## config.mk

```make
export PLATFORM = sky130hd
export DESIGN_NAME = mem_access_unit
export DESIGN_NICKNAME = d
export VERILOG_FILES = /design/src/rtl/mem_access_unit.sv
export SDC_FILE = /design/constraint.sdc
export NUM_CORES = 1
export LEC_CHECK = 0
export ABC_AREA = 1
export BUFFER_PORTS_ARGS = -buffer_cell sky130_fd_sc_hd__buf_2
export CORE_MARGIN = 2
export CORE_UTILIZATION = 61
export CTS_BUF_LIST = sky130_fd_sc_hd__clkbuf_4 sky130_fd_sc_hd__clkbuf_8
export DETAILED_ROUTE_END_ITERATION = 10
export HOLD_SLACK_MARGIN = 0.02
export PLACE_DENSITY = 0.88
export SLEW_MARGIN = 40
export SYNTH_ARGS = -nofsm -noshare
export SYNTH_HDL_FRONTEND = slang
export SYNTH_SLANG_ARGS = --single-unit
```

## constraint.sdc

```tcl
create_clock -name clk -period 3.15 [get_ports clk]
set_clock_uncertainty 0.2 [all_clocks]
set_input_delay 0.1575 -clock clk [delete_from_list [all_inputs] [get_ports clk]]
set_output_delay 0.1575 -clock clk [all_outputs]
set_load 0.02 [all_outputs]
```

## src/rtl/mem_access_unit.sv

```systemverilog
// Load/store unit between EX and data memory: width decode, byte lanes, two-beat split for unaligned accesses.
// Latency: 2 cycles single beat, 3 split, 1 on illegal Funct3; req_ready is high only while idle.
module mem_access_unit #(
    parameter int DM_ADDRESS = 9,
    parameter int DATA_W     = 32
) (
    input  logic                  clk,
    input  logic                  reset,
    input  logic                  req_valid,
    output logic                  req_ready,
    input  logic                  req_we,
    input  logic [2:0]            req_funct3,
    input  logic [DM_ADDRESS-1:0] req_addr,
    input  logic [DATA_W-1:0]     req_wdata,
    output logic                  rsp_valid,
    output logic [DATA_W-1:0]     rsp_rdata,
    output logic                  rsp_err,
    output logic                  mem_re,
    output logic                  mem_we,
    output logic [DM_ADDRESS-1:0] mem_addr,
    output logic [3:0]            mem_be,
    output logic [DATA_W-1:0]     mem_wdata,
    input  logic [DATA_W-1:0]     mem_rdata
);

    typedef enum logic [2:0] {
        S_IDLE,
        S_ACC0,
        S_ACC1,
        S_DONE,
        S_ERR
    } state_t;

    state_t                state_q;
    logic                  we_q;
    logic [2:0]            f3_q;
    logic [1:0]            off_q;
    logic                  split_q;
    logic [DM_ADDRESS-1:0] addr1_q;
    logic [3:0]            be1_q;
    logic [31:0]           wd1_q;
    logic [31:0]           rd0_q;

    logic                  mem_re_q;
    logic                  mem_we_q;
    logic [DM_ADDRESS-1:0] mem_addr_q;
    logic [3:0]            mem_be_q;
    logic [31:0]           mem_wdata_q;
    logic                  rsp_valid_q;
    logic                  rsp_err_q;

    // Request-side decode, only consumed at the accept edge
    logic [1:0]            in_off;
    logic [7:0]            in_base;
    logic [7:0]            in_mask;
    logic [63:0]           in_sh;
    logic                  in_legal;
    logic [DM_ADDRESS-1:0] in_addr0;

    always_comb begin
        in_off = req_addr[1:0];
        case (req_funct3[1:0])
            2'b00:   in_base = 8'h01;
            2'b01:   in_base = 8'h03;
            default: in_base = 8'h0F;
        endcase
        in_mask  = in_base << in_off;
        in_sh    = {32'b0, req_wdata} << {in_off, 3'b000};
        in_addr0 = {req_addr[DM_ADDRESS-1:2], 2'b00};
        if (req_we) begin
            in_legal = (req_funct3 == 3'b000) || (req_funct3 == 3'b001) ||
                       (req_funct3 == 3'b010);
        end else begin
            in_legal = (req_funct3 == 3'b000) || (req_funct3 == 3'b001) ||
                       (req_funct3 == 3'b010) || (req_funct3 == 3'b100) ||
                       (req_funct3 == 3'b101);
        end
    end

    always_ff @(posedge clk or negedge reset) begin
        if (!reset) begin
            state_q     <= S_IDLE;
            we_q        <= 1'b0;
            f3_q        <= 3'b0;
            off_q       <= 2'b0;
            split_q     <= 1'b0;
            addr1_q     <= '0;
            be1_q       <= 4'b0;
            wd1_q       <= 32'b0;
            rd0_q       <= 32'b0;
            mem_re_q    <= 1'b0;
            mem_we_q    <= 1'b0;
            mem_addr_q  <= '0;
            mem_be_q    <= 4'b0;
            mem_wdata_q <= 32'b0;
            rsp_valid_q <= 1'b0;
            rsp_err_q   <= 1'b0;
        end else begin
            case (state_q)
                S_IDLE: begin
                    rsp_valid_q <= 1'b0;
                    rsp_err_q   <= 1'b0;
                    if (req_valid) begin
                        we_q    <= req_we;
                        f3_q    <= req_funct3;
                        off_q   <= in_off;
                        split_q <= |in_mask[7:4];
                        addr1_q <= in_addr0 + DM_ADDRESS'(4);
                        be1_q   <= in_mask[7:4];
                        wd1_q   <= in_sh[63:32];
                        if (!in_legal) begin
                            state_q     <= S_ERR;
                            rsp_valid_q <= 1'b1;
                            rsp_err_q   <= 1'b1;
                        end else begin
                            state_q     <= S_ACC0;
                            mem_re_q    <= !req_we;
                            mem_we_q    <= req_we;
                            mem_addr_q  <= in_addr0;
                            mem_be_q    <= in_mask[3:0];
                            mem_wdata_q <= in_sh[31:0];
                        end
                    end
                end
                S_ACC0: begin
                    if (split_q) begin
                        state_q     <= S_ACC1;
                        mem_addr_q  <= addr1_q;
                        mem_be_q    <= be1_q;
                        mem_wdata_q <= wd1_q;
                    end else begin
                        state_q     <= S_DONE;
                        rsp_valid_q <= 1'b1;
                        mem_re_q    <= 1'b0;
                        mem_we_q    <= 1'b0;
                        mem_addr_q  <= '0;
                        mem_be_q    <= 4'b0;
                        mem_wdata_q <= 32'b0;
                    end
                end
                S_ACC1: begin
                    // Beat0 read data arrives now; beat1 data arrives during DONE
                    rd0_q       <= mem_rdata;
                    state_q     <= S_DONE;
                    rsp_valid_q <= 1'b1;
                    mem_re_q    <= 1'b0;
                    mem_we_q    <= 1'b0;
                    mem_addr_q  <= '0;
                    mem_be_q    <= 4'b0;
                    mem_wdata_q <= 32'b0;
                end
                S_DONE: begin
                    state_q     <= S_IDLE;
                    rsp_valid_q <= 1'b0;
                end
                S_ERR: begin
                    state_q     <= S_IDLE;
                    rsp_valid_q <= 1'b0;
                    rsp_err_q   <= 1'b0;
                end
                default: state_q <= S_IDLE;
            endcase
        end
    end

    // Merge: the final memory word is only present during DONE, so the
    // realignment runs in that cycle from the captured beat0 word.
    logic [31:0] lo_w;
    logic [31:0] hi_w;
    logic [31:0] shifted;
    logic [31:0] ext;

    always_comb begin
        lo_w    = split_q ? rd0_q : mem_rdata;
        hi_w    = split_q ? mem_rdata : 32'b0;
        shifted = 32'({hi_w, lo_w} >> {off_q, 3'b000});
        case (f3_q[1:0])
            2'b00:   ext = f3_q[2] ? {24'b0, shifted[7:0]}  : {{24{shifted[7]}}, shifted[7:0]};
            2'b01:   ext = f3_q[2] ? {16'b0, shifted[15:0]} : {{16{shifted[15]}}, shifted[15:0]};
            default: ext = shifted;
        endcase
    end

    assign req_ready = (state_q == S_IDLE);
    assign rsp_valid = rsp_valid_q;
    assign rsp_err   = rsp_err_q;
    assign rsp_rdata = (state_q == S_DONE && !we_q) ? ext : 32'b0;
    assign mem_re    = mem_re_q;
    assign mem_we    = mem_we_q;
    assign mem_addr  = mem_addr_q;
    assign mem_be    = mem_be_q;
    assign mem_wdata = mem_wdata_q;

endmodule

```

==> Word level (Yosys, flattened, before mapping) <==
Cells that the tools add are included.
{ "word_totals": {"register_bits": 136, "inputBits": 80, "output_inout_bits": 82, "word_cells": 89} }
{ "classes": {"addsub": 1, "n_eq_ne": 13, "n_shift": 3, "muxes": 36, "n_reduce_logical": 20} }
{ "ops": {"columns": ["op", "n"], "rows": [
  ["$mux W32", 8],
  ["$pmux W32 S3", 1],
  ["$pmux W32 S2", 1],
  ["$shl A32 B5 Y64", 1],
  ["$shr A64 B5 Y32", 1],
  ["$mux W9", 3],
  ["$pmux W9 S3", 1],
  ["$mux W4", 3],
  ["$pmux W4 S3", 1],
  ["$mux W1", 10],
  ["$add A9 B3 Y9 const B", 1],
  ["$eq A3 B2 Y1 const B", 3],
  ["$eq A3 B3 Y1 const B", 3],
  ["$pmux W3 S3", 1],
  ["$pmux W4 S2", 1],
  ["$shl A8 B2 Y8", 1],
  ["$eq A3 B1 Y1 const B", 2],
  ["$logic_not A3 Y1", 2],
  ["$mux W3", 2],
  ["$pmux W1 S3", 2],
  ["$eq A2 B1 Y1 const B", 2],
  ["$logic_not A2 Y1", 2],
  ["$logic_or A1 B1 Y1", 4],
  ["$ne A2 B2 Y1 const B", 2],
  ["other kinds (13)", 15]
]} }

==> Logic depth before layout (Yosys ltp) <==
Gate-level depths: netlist of run 1.
{ "depth": {"ltp_word": 9, "ltp_mapped": 12, "depth_no_buf": 11} }

==> Worst setup path after synthesis of run 1 <==
No wires, ideal clock.
{ "synth_path": {"path_type": "flip-flop to output port", "startpoint": "register split_q", "endpoint": "output rsp_rdata[10]", "arrival_time_ns": 1.524, "path_slack_ns": 1.269, "path_stages_with_launch": 9, "path_buffers": 3, "path_cell_list": "dfrtp_1 -> buf_6 -> buf_6 -> buf_6 -> o211ai_1 -> nand3_1 -> nand2_1 -> nand2_1 -> a21oi_1"} }
{ "synth_via": {"elab_chain_cells": 5, "elab_cells_between_ends": 7} }
{ "synth_rtl": {"columns": ["element", "line", "source"], "rows": [
  ["start, declared", "38", "logic split_q;"],
  ["start signal, assigned", "107", "split_q <= |in_mask[7:4];"],
  ["$mux W32, on equally long branches", "174, 175", null],
  ["$shr A64 B5 Y32 (*)", "176", "shifted = 32'({hi_w, lo_w} >> {off_q, 3'b000});"],
  ["$mux W32, on equally long branches", "179, 178", null],
  ["$pmux W32 S2 (*)", "177", "case (f3_q[1:0])"],
  ["$mux W32 (*)", "187", "assign rsp_rdata = (state_q == S_DONE && !we_q) ? ext : 32'b0;"],
  ["end, declared", "16", "output logic [DATA_W-1:0] rsp_rdata,"]
]} }
Mark *: on every way between the ends. The rest lies on a longest branch, timed or not.

==> Worst setup path after layout of run 1 <==
{ "layout_path": {"startpoint": "register split_q", "endpoint": "output rsp_rdata[31]"} }
Same word-level chain as after synthesis.

==> results of run 1 <==
==> final cells by class <==
class / instances / area, µm²
Tap cell: 147 / 183.9
Sequential cell: 123 / 3079
Fill cell: 807 / 2655
Timing Repair Buffer: 250 / 1695
Inverter: 93 / 364.1
Clock buffer: 21 / 282.8
Multi-Input combinational cell: 747 / 3585
Clock inverter: 11 / 166.4
==> cells in the final DEF, fill, tap and decap left out, drive strengths merged, types with 5 or more instances in the layout <==
cell type,n
o21ai,167
inv,92
o211ai,5
nand3,49
nor2,44
buf,171
a21oi,52
a22oi,9
mux2i,8
dlygate4sd3,79
clkbuf,21
o22ai,27
clkinv,5
nand2,365
dfrtp,123
==> registers in the layout, indices dropped and copies added (netlist names) <==
register,cells
mem_re,1
rsp_valid,1
addr1_q,7
state_q,3
rd0_q,32
mem_addr,7
split_q,1
mem_we,1
be1_q,3
off_q,2
we_q,1
mem_wdata,32
wd1_q,24
rsp_err,1
f3_q,3
mem_be,4
==> critical path, delay by kind of cell, from the launching register on <==
kind	cells	cell delay (ns)
buffers and inverters	2	0.62
DFF	1	0.36
and+or+nand+nor	8	1.03
==> Yosys cell counts, types with 2 or more instances <==
| cell type | n |
|---|---|
| o21ai_0 | 148 |
| clkbuf_1 | 23 |
| nor3_1 | 4 |
| nor2_2 | 4 |
| mux2_2 | 2 |
| xor2_1 | 2 |
| a22oi_1 | 9 |
| nand2_2 | 7 |
| nand2_1 | 353 |
| o21ai_1 | 18 |
| nand3_1 | 44 |
| buf_6 | 10 |
| nand2_4 | 5 |
| buf_2 | 19 |
| nor2_4 | 8 |
| o211ai_1 | 5 |
| inv_2 | 7 |
| o22ai_1 | 27 |
| nand3_2 | 4 |
| buf_4 | 9 |
| a21oi_1 | 52 |
| buf_12 | 5 |
| nor2_1 | 30 |
| nor2_8 | 2 |
| mux2i_1 | 8 |
| dfrtp_1 | 123 |
| a22o_1 | 4 |
| inv_1 | 83 |
==> power by group through the flow <==
stage                     Sequential (mW)  Combinational (mW)  Clock (mW)
after CTS                            2.70                4.79        1.59
after detailed placement             2.72                4.68           0
after global routing                 2.80                5.41        1.69
final                                2.74                4.91        1.60
after floorplan                      2.90                3.59           0
after global placement               2.70                4.57           0
==> cell families (layout without fill, tap and decap cells) <==
kind of cell    count (synthesis)  after routing  synth area share [%]
simple gates                  464            464                 26.75
compound gates                267            267                 19.13
buf+inv                       160            375                 11.08
flops                         123            123                 41.10
mux                            10             10                 1.370
xor+xnor                        3              3                0.3509
fa+ha+maj                       1              1                0.1671
other cells                     1              2               0.05008
==> routing by layer <==
metal  share of wire (%)  global-route usage [%]  vias up
met2                  47                   55.74      539
met4                 4.6                   19.68        0
met5                   0                       0        -
li1                    -                       -     3750
met1                  39                   46.98     3670
met3                 9.6                   9.700      114
==> worst min-delay path by stage <==
| stage | startpoint | endpoint | slack, ns | depth (start not counted) |
|---|---|---|---|---|
| CTS | req_wdata[10] | mem_wdata[10] | 0.02 | 5 |
| floorplan | reset | addr1_q[2] | -0.34 | 0 |
| finish | reset | rd0_q[29] | 0.01 | 2 |
| detailed placement | reset | rd0_q[29] | 0.08 | 1 |
| global route | reset | rd0_q[29] | 0.09 | 2 |
| global placement | reset | rd0_q[20] | 0.07 | 1 |
==> per-stage QoR <==
| stage | utilization [%] | instances | instance area, µm² |
|---|---|---|---|
| 2_1_floorplan | - | 1030 | 7492 |
| 3_3_place_gp | 67.54 | 1281 | 8113 |
| 3_5_place_dp | 67.54 | 1281 | 8113 |
| 4_1_cts | 77.86 | 1392 | 9353 |
| 5_1_grt | 77.90 | 1392 | 9356 |
| 6_report | 77.90 | 1392 | 9356 |
==> repair_timing <==
action,CTS,global route
hold buffers,79,0
setup buffers,0,0
gates resized for setup,0,0
hold endpoints to repair,157,0
==> summary.txt, run 1 <==
fmax: 351.8 MHz
Slew @ Worst Pin: 0.8455 ns
RSZ-0062 raised after global routing: false
Seq cells post-synth: 123
DR DRC count: 0
post-synth top area cell: dfrtp_1
total global-route track usage: 36.20%
Area Overhead vs Synth: 24.95%
DRT iter0 DRCs: 1,493
Skew-Pair Late Insertion Delay: 0.45 ns
GPL Wtd Cong: 0.9298
Syn. warnings: 0
Vias/cell: 5.800
final hold violations: 0
Yosys top cell area share: 41.10%
die extent in x: 114.8 µm
Core Box Area: 0.01201 mm²
post-route clock period utilization: 90.24%
global-route wire length before repair: 37.28 mm
Post-Syn Area per Cell: 7.277 µm²
initial antenna violation count: 0
total power draw: 9.250 mW
LEAKAGE: 4.936 nW
nets@finish: 1,313
peak supply drop: 781.4 µV
CP endpoint kind: output port
Crit-path slowest cell: buf_4
Hold Worst Slack: 0.01245 ns
Setup crit start kind: flop
Reg clk slew, reported paths: 0.08 ns
Final min period: 2.842 ns
vias post-DR: 8,073
Post-DRT Antenna Nets: 0
register area share after synthesis: 41.10%
CTS root buf: clkbuf_8
Cell Area, Synth: 0.007488 mm²
Detailed Place HPWL: 14.11 mm
ratio of cells with drive above 1 in the final layout: 19.84%
CP Data Arrival Time: 2.48 ns
worst setup path category: flop to output port
r2r setup slk: 0.74 ns
Worst Hold Class: input pin to asynchronous set/reset pin
Sw Share: 48.85%
largest net degree at the start of global routing: 64
final setup vio count: 0
Post-Synthesis Cells: 1,029
IO Pins: 162
wire length per cell: 16.88 µm
internal power: 4.731 mW
Max Slew Vio Count: 0
Synth async-reset ratio: 100.0%
Combinational Power Share: 53.1%
final worst slack: 0.3076 ns
H-tree Lvls: 4
GRT Residual Overflow: 0
Reg-to-Reg Start: state_q[1]
vias in the first global route: 7,650
total CTS buffers: 17
cell depth of the worst flop-to-flop path: 7
synth unique cells: 42
CP required: 2.79 ns
RR Endpoint: be1_q[1]
Sw Pwr: 4.519 mW
starting density of the core: 62.34%
CP Capture Point: rsp_rdata[31]
Max-slew headroom: 43.57%
Flop pwr share: 29.6%
Routed WL: 23.49 mm
ANT cells: 0
pwr/cell area: 988.6 mW/mm²
CTS Buffer Depth: 2
crit-path cells: buf_4, nand2_1, nand3_1, nand3_1, nand2_2, nand2_4, nand3_4, nand2_4, nor2_1, buf_2
Initial DRT Pass Iterations: 7
Die ar.: 0.01318 mm²
outcome: finished clean
# clock sinks: 123
top_reg_cell synth: dfrtp_1
Synth area leaders: dfrtp_1, nand2_1, o21ai_0, inv_1, a21oi_1
number of flops mapped to enable cells by yosys: 0
IO Port Bufs: 159
share of total power in the clock network: 17.3%
Max Fanout on Critical Path: 57
max_cap viols: 0
CP peak stage delay: 0.45 ns
setup TNS: 0 ns
num rows: 40
CTS tree: done
Crit. Startpoint: split_q
die height: 114.8 µm
Placement Setup Slack: 0.8262 ns
(Power assumes the default switching activity.)
==> run 2: changes to the inputs <==
- CORE_UTILIZATION: 61 -> 40
- PLACE_DENSITY: 0.88 -> default
==> summary.txt, run 2 (synthesized netlist as in run 1, its figures left out) <==
CP required: 2.79 ns (about the same)
CP Data Arrival Time: 2.28 ns (-0.20 ns)
Post-CTS Setup Repair Bufs: 0 (unchanged)
# resized after CTS: 0 (unchanged)
DRT iter0 DRCs: 467 (-69%)
CTS tree: done
Skew-Pair Late Insertion Delay: 0.44 ns (about the same)
starting density of the core: 40.44% (-22 points)
vias in the first global route: 7,381 (-3.5%)
peak supply drop: 491.2 µV (-37%)
vias post-DR: 7,554 (-6.4%)
Slew @ Worst Pin: 0.7922 ns (-0.05333 ns)
CTS Buffer Depth: 2 (unchanged)
wire length per cell: 15.45 µm (-8.4%)
final hold violations: 0 (unchanged)
most used cell, CP: o21ai_0
num rows: 50 (+25%)
Detailed Place HPWL: 16.10 mm (+14%)
GRT Residual Overflow: 0 (unchanged)
LEAKAGE: 4.965 nW (+0.59%)
post-route clock period utilization: 83.70% (-6.5 points)
post-layout util: 51.43% (-26 points)
Area Overhead vs Synth: 27.17%
die height: 140.8 µm (+23%)
fmax: 379.3 MHz (+7.8%)
pwr/cell area: 964.2 mW/mm² (-2.5%)
ANT cells: 0 (unchanged)
RSZ-0062 raised after global routing: false
Post-DRT Antenna Nets: 0 (unchanged)
max_cap viols: 0 (unchanged)
H-tree Lvls: 4 (unchanged)
CTS root buf: clkbuf_8
Crit-path slowest cell: o21ai_0
DR DRC count: 0 (unchanged)
Max Fanout on Critical Path: 27 (-53%)
commonest non-fill, non-tap cells in the layout: nand2_1, buf_2, o21ai_0, dfrtp_1, inv_1
Routed WL: 22.97 mm (-2.2%)
CP peak stage delay: 0.41 ns (-0.04 ns)
commonest non-fill, non-tap cell in the layout: nand2_1
global-route wire length before repair: 37.24 mm (-0.11%)
ratio of cells with drive above 1 in the final layout: 20.21% (+0.37 points)
die extent in x: 140.8 µm (+23%)
final setup vio count: 0 (unchanged)
Setup crit start kind: flop
Final min period: 2.636 ns (-0.2060 ns)
initial antenna violation count: 0 (unchanged)
Max Slew Vio Count: 0 (unchanged)
crit-path cells: buf_4, o21ai_0, o21ai_0, o21ai_0, nand2_1, a21oi_1, buf_2
IO Port Bufs: 159 (unchanged)
total CTS buffers: 17 (unchanged)
filler cell count: 1,899 (+140%)
IO Pins: 162 (unchanged)
Core Box Area: 0.01852 mm² (+54%)
total global-route track usage: 23.60% (-13 points)
hold_buf cts: 80 (+1.3%)
Max-slew headroom: 46.86% (+3.3 points)
largest net degree at the start of global routing: 63 (-1.6%)
CP endpoint kind: output port
Vias/cell: 5.083 (-12%)
worst setup path category: flop to output port
Initial DRT Pass Iterations: 5 (-2)
nets@finish: 1,320 (+0.53%)
Reg clk slew, reported paths: 0.07 ns (about the same)
GPL Wtd Cong: 0.8738 (-6.0%)
Worst Hold Class: input pin to flop
outcome: finished clean
# clock sinks: 123 (unchanged)
setup TNS: 0 ns (unchanged)
Die ar.: 0.01983 mm² (+50%)
-- run 2: changes by cell type in the layout (fill, tap and decap cells not counted), sizes merged --
cell | before | now
buf | 171 | 177
clkbuf | 21 | 20
inv | 92 | 93
dlygate4sd3 | 79 | 80
-- run 2: critical path, delay by kind of cell, from the launching register on --
family                 cells  cell delay, ns
AO/OA/AOI/OAI              4            0.95
buffers and inverters      2            0.43
AND/OR/NAND/NOR            1            0.06
flip-flops                 1            0.40
-- run 2: worst paths after layout --
| kind | from | to | slack, ns | depth (start not counted) |
|---|---|---|---|---|
| min in group asynchronous | reset | rd0_q[29] | 0.11 | 2 |
| max in group asynchronous | reset | wd1_q[7] | 1.90 | 3 |
| max | split_q | rsp_rdata[8] | 0.51 | 7 |
| min reg2reg | mem_wdata[3] | mem_wdata[3] | 0.28 | 2 |
| min | req_wdata[15] | wd1_q[7] | 0.07 | 7 |
| max reg2reg | state_q[1] | mem_wdata[30] | 0.86 | 10 |
-- run 2: layer usage --
layer | share of wire, % | vias to the layer above | track usage [%]
li1 | - | 3770 | -
met1 | 44 | 3514 | 30.54
met2 | 48 | 243 | 40.33
met3 | 5.5 | 27 | 4.416
met4 | 2.2 | 0 | 7.105
met5 | 0 | - | 0
-- run 2: where the power goes --
part | internal [mW] | total [mW] | switching (mW)
Clock | 0.922 | 1.61 | 0.689
Sequential | 2.29 | 2.68 | 0.384
Combinational | 1.54 | 4.89 | 3.35
-- run 2: cell type report --
cell class	count	area, µm²	share of cell area, %
repair buffers	257	1747	18.34
inverters	93	364.1	3.823
clock buffers	20	269.0	2.825
multi-input cells	747	3585	37.64
flip-flops and latches	123	3079	32.33
well taps	234	292.8	3.075
clock inverters	12	186.4	1.958
-- run 2: through the flow --
step	power [mW]	instance area, µm²	cells	setup WS [ns]	hold slack, ns
after floorplan	6.485	7492	1030	1.269	-0.3381
after global placement	7.463	8267	1374	0.9046	0.05334
after detailed placement	7.528	8267	1374	0.8794	0.06221
after CTS	9.231	9523	1486	0.5309	0.03574
after global routing	9.987	9523	1486	0.2396	0.06884
final	9.182	9523	1486	0.5135	0.06705
==> run 3: changes to the inputs <==
- clock period: 3.15 -> 2.7 ns (I/O delays scaled with it)
==> summary.txt, run 3 (synthesized netlist as in run 1, its figures left out) <==
CP endpoint kind: output port
Initial DRT Pass Iterations: 5 (unchanged)
Core Box Area: 0.01852 mm² (unchanged)
# clock sinks: 123 (unchanged)
total CTS buffers: 17 (unchanged)
final worst slack: 0.1268 ns (-0.3868 ns)
Area after DPL: 0.008274 mm² (about the same)
Post-DRT Antenna Nets: 0 (unchanged)
Max Slew Vio Count: 0 (unchanged)
IO Port Bufs: 159 (unchanged)
Area Overhead vs Synth: 27.70%
die height: 140.8 µm (unchanged)
Detailed Place HPWL: 16.24 mm (+0.89%)
Max Fanout on Critical Path: 31 (+15%)
LEAKAGE: 4.963 nW (about the same)
ratio of cells with drive above 1 in the final layout: 20.36% (+0.16 points)
Final min period: 2.573 ns
Skew-Pair Late Insertion Delay: 0.44 ns (about the same)
share of total power in the clock network: 14.8% (-2.7 points)
GRT Residual Overflow: 0 (unchanged)
DR DRC count: 0 (unchanged)
CTS root buf: clkbuf_8
Flop pwr share: 29.8% (+0.6 points)
Max-slew headroom: 48.64% (+1.8 points)
num rows: 50 (unchanged)
ANT cells: 0 (unchanged)
Slew @ Worst Pin: 0.7677 ns (-0.02454 ns)
commonest non-fill, non-tap cells in the layout: nand2_1, buf_2, o21ai_0, dfrtp_1, dlygate4sd3_1
Worst Hold Class: input pin to asynchronous set/reset pin
Die ar.: 0.01983 mm² (unchanged)
Setup crit start kind: flop
global-route wire length before repair: 36.71 mm (-1.4%)
Hold Worst Slack: 0.02693 ns (-0.04013 ns)
r2r setup slk: 0.38 ns (-0.48 ns)
starting density of the core: 40.44% (unchanged)
Sw Share: 49.67% (+1.5 points)
post-route clock period utilization: 95.30%
fmax: 388.6 MHz
Combinational Power Share: 55.3% (+2.0 points)
nets@finish: 1,331 (+0.83%)
internal power: 5.301 mW (+11%)
total global-route track usage: 23.49% (-0.11 points)
initial antenna violation count: 0 (unchanged)
largest net degree at the start of global routing: 63 (unchanged)
Design Area, Final: 0.009563 mm² (+0.42%)
final setup vio count: 0 (unchanged)
CP Data Arrival Time: 2.24 ns (-0.04 ns)
GPL Wtd Cong: 0.9207 (+5.4%)
vias post-DR: 7,591 (+0.49%)
Routed WL: 23.25 mm (+1.2%)
outcome: finished clean
final hold violations: 0 (unchanged)
RSZ-0062 raised after global routing: false
commonest non-fill, non-tap cell in the layout: nand2_1
setup TNS: 0 ns (unchanged)
wire length per cell: 15.54 µm (+0.56%)
CTS Buffer Depth: 2 (unchanged)
max_cap viols: 0 (unchanged)
Vias/cell: 5.074 (-0.18%)
post-layout util: 51.64% (+0.22 points)
post-route insts no fill: 1,496 (+0.67%)
vias in the first global route: 7,181 (-2.7%)
worst setup path category: flop to output port
total power draw: 10.53 mW (+15%)
pwr/cell area: 1101 mW/mm² (+14%)
Placement Setup Slack: 0.3883 ns (-0.4911 ns)
CP required: 2.37 ns (-0.42 ns)
CTS tree: done
DRT iter0 DRCs: 444 (-4.9%)
peak supply drop: 571.6 µV (+16%)
Sw Pwr: 5.232 mW (+18%)
dpl cells: 1,375 (+0.073%)
die extent in x: 140.8 µm (unchanged)
H-tree Lvls: 4 (unchanged)
Reg clk slew, reported paths: 0.07 ns (about the same)
IO Pins: 162 (unchanged)
[run 3: area by class of cell]
class | count | area (µm²)
Clock buffer | 18 | 247.7
Clock inverter | 13 | 118.9
Fill cell | 1861 | 8955
Inverter | 93 | 366.6
Multi-Input combinational cell | 747 | 3593
Sequential cell | 123 | 3080
Tap cell | 234 | 292.8
Timing Repair Buffer | 268 | 1863
[run 3: what timing repair did]
action / 4_1_cts / 5_1_grt
setup buffers: 0 / 3
endpoints found under the hold margin: 200 / 0
setup endpoints to repair: 0 / 25
hold buffers: 87 / 0
gates resized for setup: 0 / 9
[run 3: power groups by stage]
stage                     combinational [mW]  clock, mW  sequential [mW]
final                                   5.83       1.56             3.14
after global routing                    6.50       1.67             3.24
after CTS                               5.76       1.60             3.14
after detailed placement                5.65          0             3.16
after global placement                  5.57          0             3.17
after floorplan                         4.19          0             3.38
[run 3: path summary, 6_finish.rpt]
check | from | end | depth (start not counted)
max | split_q | rsp_rdata[8] | 7
max reg2reg | state_q[1] | mem_wdata[29] | 10
max in group asynchronous | reset | mem_wdata[5] | 3
min | reset | rd0_q[27] | 2
min reg2reg | mem_addr[7] | mem_addr[7] | 2
min in group clk | req_addr[1] | wd1_q[3] | 4
[run 3: layer usage]
layer	global-route usage, %	part of all wire [%]	up-vias
li1	-	-	3783
met1	30.22	44	3519
met2	40.31	48	253
met3	4.450	5.5	36
met4	7.105	2.0	0
met5	0	0	-
[run 3: worst max-delay path: stages, from the launching register on]
cell and delay [ns]:
dfrtp_2 0.45, buf_12 0.17, o21ai_0 0.40, o21ai_0 0.16
o21ai_0 0.17, nand2_1 0.06, a21oi_1 0.18, buf_2 0.20
